--- src/rtl/alu_cmd_sequencer.sv ---
`default_nettype none
// ============================================================================
// Module   : alu_cmd_sequencer
// Brief    : Command-driven initiator for an 8-bit combinational ALU with a
//            4 x 8-bit register file and a valid/ready response channel.
// Revision : 1.0 - initial release
// ============================================================================
module alu_cmd_sequencer (
  input  logic       clk,
  input  logic       rst_n,
  input  logic       i_cmd_valid,
  output logic       o_cmd_ready,
  input  logic [1:0] i_cmd_kind,
  input  logic [2:0] i_cmd_op,
  input  logic [1:0] i_cmd_rd,
  input  logic [1:0] i_cmd_ra,
  input  logic [1:0] i_cmd_rb,
  input  logic [7:0] i_cmd_imm,
  output logic [7:0] o_alu_a,
  output logic [7:0] o_alu_b,
  output logic [2:0] o_alu_sel,
  input  logic [7:0] i_alu_out,
  input  logic       i_alu_carry,
  input  logic       i_alu_zero,
  input  logic       i_alu_neg,
  input  logic       i_alu_over,
  output logic       o_rsp_valid,
  input  logic       i_rsp_ready,
  output logic [7:0] o_rsp_data,
  output logic [3:0] o_rsp_flags
);

  localparam logic [1:0] c_KIND_ALU  = 2'b00;
  localparam logic [1:0] c_KIND_LOAD = 2'b01;
  localparam logic [1:0] c_KIND_CMP  = 2'b10;
  localparam logic [1:0] c_KIND_READ = 2'b11;

  typedef enum logic [1:0] {
    S_IDLE    = 2'd0,
    S_ISSUE   = 2'd1,
    S_CAPTURE = 2'd2,
    S_RESP    = 2'd3
  } state_t;

  state_t     r_state;
  logic [7:0] r_rf [0:3];
  logic [1:0] r_kind;
  logic [2:0] r_op;
  logic [1:0] r_rd;
  logic [1:0] r_ra;
  logic [1:0] r_rb;
  logic [7:0] r_alu_a;
  logic [7:0] r_alu_b;
  logic [2:0] r_alu_sel;
  logic [7:0] r_rsp_data;
  logic [3:0] r_flags;
  logic       r_rsp_valid;
  logic       r_cmd_ready;

  // Sequencer FSM: command accept, ALU issue, result capture, response hold
  always_ff @(posedge clk or negedge rst_n) begin
    if (!rst_n) begin
      r_state     <= S_IDLE;
      for (int i = 0; i < 4; i++) r_rf[i] <= 8'h00;
      r_kind      <= 2'b00;
      r_op        <= 3'b000;
      r_rd        <= 2'b00;
      r_ra        <= 2'b00;
      r_rb        <= 2'b00;
      r_alu_a     <= 8'h00;
      r_alu_b     <= 8'h00;
      r_alu_sel   <= 3'b000;
      r_rsp_data  <= 8'h00;
      r_flags     <= 4'b0000;
      r_rsp_valid <= 1'b0;
      r_cmd_ready <= 1'b0;
    end else begin
      case (r_state)
        S_IDLE: begin
          // ready rises on the first clock after reset and stays up while idle
          r_cmd_ready <= 1'b1;
          if (i_cmd_valid && r_cmd_ready) begin
            r_cmd_ready <= 1'b0;
            r_kind      <= i_cmd_kind;
            r_op        <= i_cmd_op;
            r_rd        <= i_cmd_rd;
            r_ra        <= i_cmd_ra;
            r_rb        <= i_cmd_rb;
            case (i_cmd_kind)
              c_KIND_LOAD: begin
                r_rf[i_cmd_rd] <= i_cmd_imm;
                r_rsp_data     <= i_cmd_imm;
                r_rsp_valid    <= 1'b1;
                r_state        <= S_RESP;
              end
              c_KIND_READ: begin
                r_rsp_data  <= r_rf[i_cmd_ra];
                r_rsp_valid <= 1'b1;
                r_state     <= S_RESP;
              end
              default: r_state <= S_ISSUE;
            endcase
          end
        end
        S_ISSUE: begin
          // operands are read here, before any writeback, so rd aliasing sees old values
          r_alu_a   <= r_rf[r_ra];
          r_alu_b   <= r_rf[r_rb];
          r_alu_sel <= r_op;
          r_state   <= S_CAPTURE;
        end
        S_CAPTURE: begin
          r_rsp_data <= i_alu_out;
          r_flags    <= {i_alu_carry, i_alu_zero, i_alu_neg, i_alu_over};
          if (r_kind == c_KIND_ALU) r_rf[r_rd] <= i_alu_out;
          r_rsp_valid <= 1'b1;
          r_state     <= S_RESP;
        end
        S_RESP: begin
          if (i_rsp_ready) begin
            r_rsp_valid <= 1'b0;
            r_cmd_ready <= 1'b1;
            r_state     <= S_IDLE;
          end
        end
        default: r_state <= S_IDLE;
      endcase
    end
  end

  // compare kind only differs from ALU kind by skipping writeback
  logic w_unused_kind_cmp;
  assign w_unused_kind_cmp = (r_kind == c_KIND_CMP);

  assign o_cmd_ready = r_cmd_ready;
  assign o_alu_a     = r_alu_a;
  assign o_alu_b     = r_alu_b;
  assign o_alu_sel   = r_alu_sel;
  assign o_rsp_valid = r_rsp_valid;
  assign o_rsp_data  = r_rsp_data;
  assign o_rsp_flags = r_flags;

endmodule
`default_nettype wire

--- config.mk ---
export PLATFORM = sky130hd
export DESIGN_NAME = alu_cmd_sequencer
export DESIGN_NICKNAME = d
export VERILOG_FILES = /design/src/rtl/alu_cmd_sequencer.sv
export SDC_FILE = /design/constraint.sdc
export NUM_CORES = 1
export LEC_CHECK = 0
export ABC_CLOCK_PERIOD_IN_PS = 3100
export CAP_MARGIN = 30
export CORE_MARGIN = 4
export CORE_UTILIZATION = 45
export DETAILED_ROUTE_END_ITERATION = 10
export PLACE_DENSITY = 0.69
export SETUP_SLACK_MARGIN = 0.02
export SLEW_MARGIN = 10
export SYNTH_ARGS = -nofsm -noshare
export SYNTH_HDL_FRONTEND = slang
export SYNTH_SLANG_ARGS = --single-unit
export TNS_END_PERCENT = 100
--- constraint.sdc ---
create_clock -name clk -period 3.1 [get_ports clk]
set_clock_uncertainty 0.1 [all_clocks]
set_input_delay 0.62 -clock clk [delete_from_list [all_inputs] [get_ports clk]]
set_output_delay 0.62 -clock clk [all_outputs]
set_load 0.1 [all_outputs]
* Word level (Yosys, flattened, before mapping)
Cells that the tools add are included.
Word-level totals: register bits after elaboration 78, bits of input ports 35, output and inout port bits 33, logic and storage cells 88
Operators by class: magnitude comparators 7, equal/unequal tests 11, multiplexer cells 33, bitwise logic cells 5, reduce and logical (&&, ||, !) cells 15
Operators by type and width (number):
- 32-bit two-way mux | 3
- 8-bit two-way mux | 9
- 32-bit bitwise mux | 2
- 32-bit case mux with 2 select lines | 1
- 8-bit binary-select mux with 2-bit select | 3
- 8-bit demux with 2-bit select | 2
- 8-bit case mux with 2 select lines | 2
- 3-bit >= comparator, second input constant | 5
- 2-bit inverter with 3-bit output | 5
- 2-bit != test, second input constant | 4
- 2-bit case mux with 4 select lines | 1
- 4-bit AND reduction | 2
- 2-bit equality test, second input constant | 3
- 3-bit by 1-bit < comparator with 1-bit output, second input constant | 2
- 2-bit two-way mux | 3
- 2-bit AND reduction | 3
- 1-bit two-way mux | 5
- 2-bit by 1-bit equality test with 1-bit output, second input constant | 2
- 2-bit logical NOT | 2
- 2-bit nonzero test | 2
- 1-bit logical AND | 3
- 3-bit by 1-bit != test with 1-bit output, second input constant | 1
- 1-bit case mux with 3 select lines | 1
- 3-bit AND reduction | 1
- 4 further kinds | 4

* Depth between registers and ports, before layout
Gate-level depths: netlist of run 1.
word-level depth 9, depth in mapped cells 7, depth with buffers taken out 6

* Worst setup path after synthesis of run 1
No wires, ideal clock.
kind reg2reg, start point register r_cmd_ready (netlist: o_cmd_ready), end point register r_rf[10] (netlist name), library setup time 0.125 ns, data arrival time 2.298 ns, path slack 0.577 ns, cell stages (with the launch flop) 5, path buffers 0, clock period less this slack 2.523 ns, cells stage by stage dfrtp_1 -> nand2_1 -> a21bo_2 -> nor3_4 -> mux2_4
On the way: cells in the longest elaborated chain, start to end 3
RTL lines:
- start, declared | RTL line 58 | logic r_cmd_ready;
- start signal, assigned | RTL line 76 | r_cmd_ready <= 1'b0;
- start signal, assigned | RTL line 81 | r_cmd_ready <= 1'b1;
- start signal, assigned | RTL line 83 | r_cmd_ready <= 1'b0;
- 1-bit logical AND | RTL line 82 | if (i_cmd_valid && r_cmd_ready) begin
- 2-bit != test (no source line)
- 4-bit AND reduction (no source line)
- end signal, assigned by index | RTL line 91 | r_rf[i_cmd_rd] <= i_cmd_imm;
- end signal, assigned by index | RTL line 115 | if (r_kind == c_KIND_ALU) r_rf[r_rd] <= i_alu_out;
- end, declared | RTL line 46 | logic [7:0] r_rf [0:3];
No other way between the ends. A chain may end at the register's enable or synchronous reset.

* Final worst setup path of run 1
start point register r_state[0], end point register r_rf[10] (netlist name)
On the way: cells in the longest elaborated chain, start to end 3, elaborated cells on any way between the ends 8, classes of those cells eq/ne: 4; mux: 1; reduce/logical: 3
RTL lines:
- start, declared | RTL line 45 | state_t r_state;
- start signal, assigned | RTL line 63 | r_state <= S_IDLE;
- start signal, assigned | RTL line 94 | r_state <= S_RESP;
- start signal, assigned | RTL line 99 | r_state <= S_RESP;
- 2-bit equality test / 2-bit logical NOT (equally long branches) | RTL line 78 | case (r_state)
- 2-bit != test (no source line), or another cell as far along
- 4-bit AND reduction (no source line)
Several ways; a longest one is shown, not always the timed one.

==> results of run 1 <==
[Yosys cell counts, types with 6 or more instances]
master / instances
o22ai_1: 32
nand2_1: 33
mux2_2: 36
mux4_2: 24
mux2_1: 8
nand2b_1: 17
mux2_4: 26
ha_1: 6
a31oi_1: 9
clkbuf_1: 11
dfrtp_1: 78
mux2i_1: 10
[placed cells by master, fill, tap and decap left out, drive strengths merged, types with 3 or more instances in the layout]
master | netlist | layout
mux4 | 24 | 24
a21oi | 4 | 4
clkdlybuf4s50 | 0 | 33
dfrtp | 78 | 78
nor2 | 3 | 3
buf | 9 | 51
o21ai | 3 | 3
clkinv | 0 | 3
or2b | 4 | 4
mux2 | 70 | 70
nand2b | 17 | 17
ha | 6 | 6
clkbuf | 11 | 9
nor3 | 4 | 4
inv | 3 | 5
nand2 | 33 | 33
o22ai | 32 | 32
a31oi | 9 | 9
mux2i | 10 | 10
[stage by stage]
stage	instance area [um^2]	util, %
5_1_grt	5370	57.6
3_3_place_gp	5140	55.1
4_1_cts	5370	57.6
2_1_floorplan	4360	-
3_5_place_dp	5170	55.4
6_report	5370	57.6
[registers in the layout, summed over array words and instances, names as in the netlist]
register and count:
o_rsp_flags 4, r_ra 2, r_op 3, o_alu_b 8, r_rd 2, r_state 2
o_alu_a 8, o_rsp_valid 1, r_rb 2, o_alu_sel 3, r_kind 2, o_rsp_data 8
o_cmd_ready 1, r_rf 32
[area by class of cell]
class	count	area, um^2
clock buffer	9	124
timing repair buffer	84	746
inverter	3	11.3
multi-input combinational	228	2300
clock inverter	7	81.3
fill	796	3950
tap	129	161
sequential	78	1950
[how the worst max path moves through the flow]
stage / start / endpoint / slack, ps / depth (start not counted)
6_report: r_state[0] / r_rf[10] / 550 / 7
5_1_grt: r_state[0] / r_rf[14] / 420 / 7
4_1_cts: r_state[0] / r_rf[11] / 560 / 7
3_5_place_dp: i_cmd_kind[0] / r_rf[8] / 440 / 6
3_3_place_gp: i_cmd_kind[0] / r_rf[13] / 480 / 6
2_1_floorplan: o_cmd_ready / r_rf[10] / 580 / 4
[critical path: stages, from the launching register on]
cell      delay, ps
dfrtp_1         410
inv_1           150
ha_1            510
nand2b_1        170
a21bo_2         300
nor3_4          330
buf_12          170
mux2_4          290
[routing by layer]
metal / vias to the layer above / global-route usage [%]
met3: 19 / 3.46
met4: 0 / 8.31
li1: 1390 / -
met2: 120 / 29.8
met1: 1540 / 26.8
met5: - / 0
[cell families (layout without fill, tap and decap cells)]
family / count (synthesis) / count (layout) / share of synthesized area [%]
adder cells (fa/ha/maj): 6 / 6 / 1.72
multiplexers: 104 / 104 / 35.0
flip-flops: 78 / 78 / 44.8
buffers and inverters: 23 / 103 / 2.55
AO/OA/AOI/OAI: 51 / 51 / 7.40
AND/OR/NAND/NOR: 67 / 67 / 8.58
==> flow_summary.ini, run 1 <==
[clocking]
cts_buffer_depth = 2
cts_sinks = 78
cts_tree = done
clk_latency_ps = 350
cts_root_buffer = clkbuf_8
hold_buffers = 0
cts_setup_buffers = 0
cts_resized = 0
numCtsBuffers = 9
htree_levels = 3
clkTransAtPathRegs_ps = 90

[setup_path]
crit_required_ps = 3240
r2r_slack_ps = 550
critPathMaxFanout = 12
crit_type = reg -> reg
arrival_ps = 2690
start_kind = flop
regToRegEndpoint = r_rf[10]
r2r.worst_path.cells = 7
cp-end-kind = flop
r2r_start = r_state[0]

[yosys]
yosysSeqAreaShare_pct = 44.8
syn_nets = 370
netlist_instances = 329
synth_area_leader_cell = dfrtp_1
ys_warn_count = 0
synth_edf_count = 0
postSynth.asyncResetShare_pct = 100
netlist.area_leader.share_pct = 44.8
yosys-top-cells-area = dfrtp_1, mux4_2, mux2_2
syn_area_um2 = 4360
synth_cell_types = 30
synth_top_flop_cell = dfrtp_1
ys_ff_latch = 78
syn_avg_cell_area_um2 = 13.3

[global_routing]
grt_max_degree = 55
grt_use_total_pct = 19.3
grt_pass1_wl_um = 16700
grt-ovfl-total = 0
grt_pass1_vias = 3146
antenna_found_initial = 0

[placed_design]
place.gp.congestion = 0.850
dp_hpwl_um = 7340
detailedPlace.worstSlack_ps = 440
placed_cells = 522
io_buffer_count = 67

[detailed_routing]
wl_met1_um = 4510
highest_layer = met4
num_vias = 3069
wl_met2_um = 5030
dr.pass1.iters = 4
dr.first_iter.drc_count = 130
wl_per_cell_um = 19.7
antenna_left = 0
finalWirelength_um = 10600
drc = 0
vias_per_cell = 5.70
wl_met3_um = 843

[sta]
period_minus_slack_ps = 2550
fmax_mhz = 393
slew_viol_final = 0
worstMarginPinSlew_ps = 657
relSlewSlack_pct = 56.2
rsz0062_at_grt = no
setup-violations-final = 0
fin_ws_ps = 553
setup_tns_ps = 0
fin_hold_ws_ps = 74.4
finalHoldViolations = 0
period_share_pct = 82.2

[die]
dieArea_um2 = 11300
coreArea_um2 = 9330
die_h_um = 106
rows = 35
fp.dieW_um = 106
io-pin-count = 68
initial_core_util_pct = 46.8

[finish]
final-instance-count-excl-fill = 538
nets = 445
syn2layout_area_growth_pct = 23.2
drive_gt1_share_pct = 38.9
n_antenna_cell = 0

[status]
outcome = completed

[flow_run]
maxCapViolations = 0

[hold_path]
hold_class = in -> async
Power of run 1 is left out: the tool's default activity adds up to more than one toggle a clock period on the data nets, which glitch-free logic cannot reach.
==> run 2, diff against run 1 <==
ABC_CLOCK_PERIOD_IN_PS = 2600   (was 3100)
clock period = 2.6 ns   (was 3.1 ns; I/O delays follow)
==> flow_summary.ini, run 2 (same netlist as run 1, synthesis figures left out) <==
[status]
outcome = completed

[clocking]
cts_tree = done
hold_buffers = 0
cts_sinks = 78
cts_resized = 0
cts_setup_buffers = 0
htree_levels = 3
cts_buffer_depth = 2
clkTransAtPathRegs_ps = 80
numCtsBuffers = 9
cts_root_buffer = clkbuf_8
clk_latency_ps = 350

[sta]
fin_hold_ws_ps = 46.5
finalHoldViolations = 0
rsz0062_at_grt = no
period_share_pct = 90.9
setup_tns_ps = 0
worstMarginPinSlew_ps = 624
fmax_mhz = 423
slew_viol_final = 0
period_minus_slack_ps = 2360
fin_ws_ps = 238
relSlewSlack_pct = 58.4
setup-violations-final = 0

[setup_path]
arrival_ps = 2490
cp-end-kind = flop
critPathMaxFanout = 8
r2r.worst_path.cells = 7
regToRegEndpoint = r_rf[2]
start_kind = flop
crit_type = reg -> reg
crit_required_ps = 2730
r2r_start = r_state[0]
r2r_slack_ps = 240

[die]
die_h_um = 106
io-pin-count = 68
fp.dieW_um = 106
rows = 35
coreArea_um2 = 9330
dieArea_um2 = 11300
initial_core_util_pct = 46.8

[detailed_routing]
antenna_left = 0
vias_per_cell = 5.68
dr.pass1.iters = 4
wl_per_cell_um = 20.1
num_vias = 3060
drc = 0
dr.first_iter.drc_count = 110
finalWirelength_um = 10800

[finish]
nets = 446
final_cell_mix = dfrtp_1, buf_4, mux2_2, nand2_1, clkdlybuf4s50_1
syn2layout_area_growth_pct = 23.4
drive_gt1_share_pct = 38.5
largest_reg_flops = 32
n_antenna_cell = 0
largest_register = r_rf
final_common_cell = dfrtp_1

[global_routing]
grt_max_degree = 41
grt-ovfl-total = 0
grt_pass1_wl_um = 17100
antenna_found_initial = 0
grt_pass1_vias = 3270
grt_use_total_pct = 19.7

[placed_design]
detailedPlace.worstSlack_ps = 164
dp_hpwl_um = 7580
place.gp.congestion = 0.840
io_buffer_count = 67

[hold_path]
hold_class = in -> async

[flow_run]
maxCapViolations = 0
run 2: critical path, stage by stage (launching register included):
cell,delay (ps)
dfrtp_1,400
inv_1,150
ha_1,410
nand2b_1,150
a21bo_2,300
nor3_4,190
buf_4,200
mux2_1,340
run 2: stage by stage:
| stage | instances | utilization (%) | cell area (um^2) |
|---|---|---|---|
| floorplan | 329 | - | 4360 |
| global placement | 523 | 55.5 | 5180 |
| detailed placement | 523 | 55.5 | 5180 |
| CTS | 539 | 57.7 | 5380 |
| global route | 539 | 57.7 | 5380 |
| finish | 539 | 57.7 | 5380 |
run 2: cell type report:
type / count / area, um^2
Fill cell: 773 / 3950
Timing Repair Buffer: 85 / 758
Multi-Input combinational cell: 228 / 2300
Clock buffer: 13 / 159
Tap cell: 129 / 161
Clock inverter: 3 / 42.5
Sequential cell: 78 / 1950
Inverter: 3 / 11.3
run 2: routing by layer:
layer | routed length [um] | vias to the layer above | global-route usage [%] | part of all wire, %
met3 | 720 | 18 | 6.01 | 6.7
met2 | 5370 | 100 | 33.2 | 50
met5 | 0 | - | 0 | 0
li1 | - | 1386 | - | -
met1 | 4510 | 1556 | 24.4 | 42
met4 | 218 | 0 | 5.75 | 2.0
run 2: worst max path at each step:
stage	slack (ps)	endpoint	cells after the start	start
finish	240	r_rf[2]	7	r_state[0]
global route	100	r_rf[2]	7	r_state[0]
CTS	230	r_rf[2]	7	r_state[0]
detailed placement	160	r_rf[18]	6	i_cmd_rd[0]
global placement	190	r_rf[13]	6	i_cmd_rd[1]
floorplan	80	r_rf[10]	4	o_cmd_ready
Power of run 2 is left out for the same reason.
==> run 3, diff against run 2 <==
CORE_UTILIZATION = 50   (was 45)
PLACE_DENSITY = 0.75   (was 0.69)
==> flow_summary.ini, run 3 (same netlist as run 1, synthesis figures left out) <==
[setup_path]
r2r_slack_ps = 200
cp_slowest_cell = dfrtp_1
regToRegEndpoint = r_rf[1]
critPathMaxFanout = 8
crit_required_ps = 2730
cp-end-kind = flop
crit_type = reg -> reg
path_cells = inv_1 -> ha_1 -> nand2b_1 -> a21bo_2 -> nor3_4 -> buf_4 -> mux2_1
r2r_start = r_state[0]
slowest_delay_ps = 410
r2r.worst_path.cells = 7
arrival_ps = 2530
start_kind = flop

[sta]
period_share_pct = 92.3
setup_tns_ps = 0
setup-violations-final = 0
fmax_mhz = 417
worstMarginPinSlew_ps = 710
fin_hold_ws_ps = 17.5
rsz0062_at_grt = no
period_minus_slack_ps = 2400
slew_viol_final = 0
relSlewSlack_pct = 52.6
finalHoldViolations = 0

[finish]
syn2layout_area_growth_pct = 21.9
final_cell_mix = dfrtp_1, buf_4, mux2_2, nand2_1, clkdlybuf4s50_1
largest_register = r_rf
drive_gt1_share_pct = 38.6
n_antenna_cell = 0
final_common_cell = dfrtp_1
final-instance-count-excl-fill = 514
nets = 445
largest_reg_flops = 32

[placed_design]
io_buffer_count = 67
placed_cells = 498
dp_hpwl_um = 7630
place.gp.congestion = 0.861

[hold_path]
hold_class = in -> async

[detailed_routing]
drc = 0
antenna_left = 0
dr.pass1.iters = 4
dr.first_iter.drc_count = 226
num_vias = 3041
vias_per_cell = 5.92
wl_per_cell_um = 20.8
finalWirelength_um = 10700

[clocking]
hold_buffers = 0
cts_root_buffer = clkbuf_8
cts_sinks = 78
cts_tree = done
cts_buffer_depth = 2
clk_latency_ps = 350
htree_levels = 3
cts_setup_buffers = 0
numCtsBuffers = 9
clkTransAtPathRegs_ps = 80
cts_resized = 0

[global_routing]
grt_use_total_pct = 22.1
grt_max_degree = 38
grt-ovfl-total = 0
antenna_found_initial = 0
grt_pass1_vias = 3268
grt_pass1_wl_um = 17100

[die]
die_h_um = 101
coreArea_um2 = 8340
dieArea_um2 = 10300
io-pin-count = 68
initial_core_util_pct = 52.3
fp.dieW_um = 101
rows = 33

[flow_run]
maxCapViolations = 0

[status]
outcome = completed
-- run 3: cell count changes in the layout (fill, tap and decap cells not counted), sizes merged --
cell	change
clkbuf	-3
inv	+1
clkinv	+3
clkinvlp	-1
buf	-1
-- run 3: layout make-up --
cell class              count  area, um^2
fillers                   657        3020
multi-input cells         228        2300
flip-flops and latches     78        1950
repair buffers             84         726
well taps                 105         131
clock buffers              10         128
clock inverters             6        70.1
inverters                   3        11.3
-- run 3: worst max path at each step --
stage	start	to	slack, ps
6_report	r_state[0]	r_rf[1]	200
5_1_grt	r_state[0]	r_rf[1]	60
4_1_cts	r_state[0]	r_rf[1]	200
3_5_place_dp	i_cmd_rd[1]	r_rf[9]	130
3_3_place_gp	i_cmd_rd[1]	r_rf[14]	170
2_1_floorplan	o_cmd_ready	r_rf[10]	80
-- run 3: layer usage --
| layer | share of wire, % | track usage, % |
|---|---|---|
| met4 | 1.7 | 6.95 |
| met3 | 7.0 | 6.06 |
| met2 | 49 | 36.6 |
| met5 | 0 | 0 |
| met1 | 42 | 28.3 |
-- run 3: critical path, delay by kind of cell (launching register included) --
| kind | cells | cell delay [ps] |
|---|---|---|
| flops | 1 | 410 |
| mux | 1 | 350 |
| fa+ha+maj | 1 | 400 |
| buf+inv | 2 | 370 |
| compound gates | 1 | 300 |
| simple gates | 2 | 340 |
-- run 3: through the flow --
| stage | setup WS [ps] | area, um^2 | util (%) |
|---|---|---|---|
| final | 201 | 5320 | 63.7 |
| after global routing | 61.5 | 5320 | 63.7 |
| after CTS | 200 | 5320 | 63.7 |
| after detailed placement | 128 | 5120 | 61.4 |
| after global placement | 169 | 5120 | 61.4 |
| after floorplan | 77.5 | 4360 | - |
Power of run 3 is left out for the same reason.
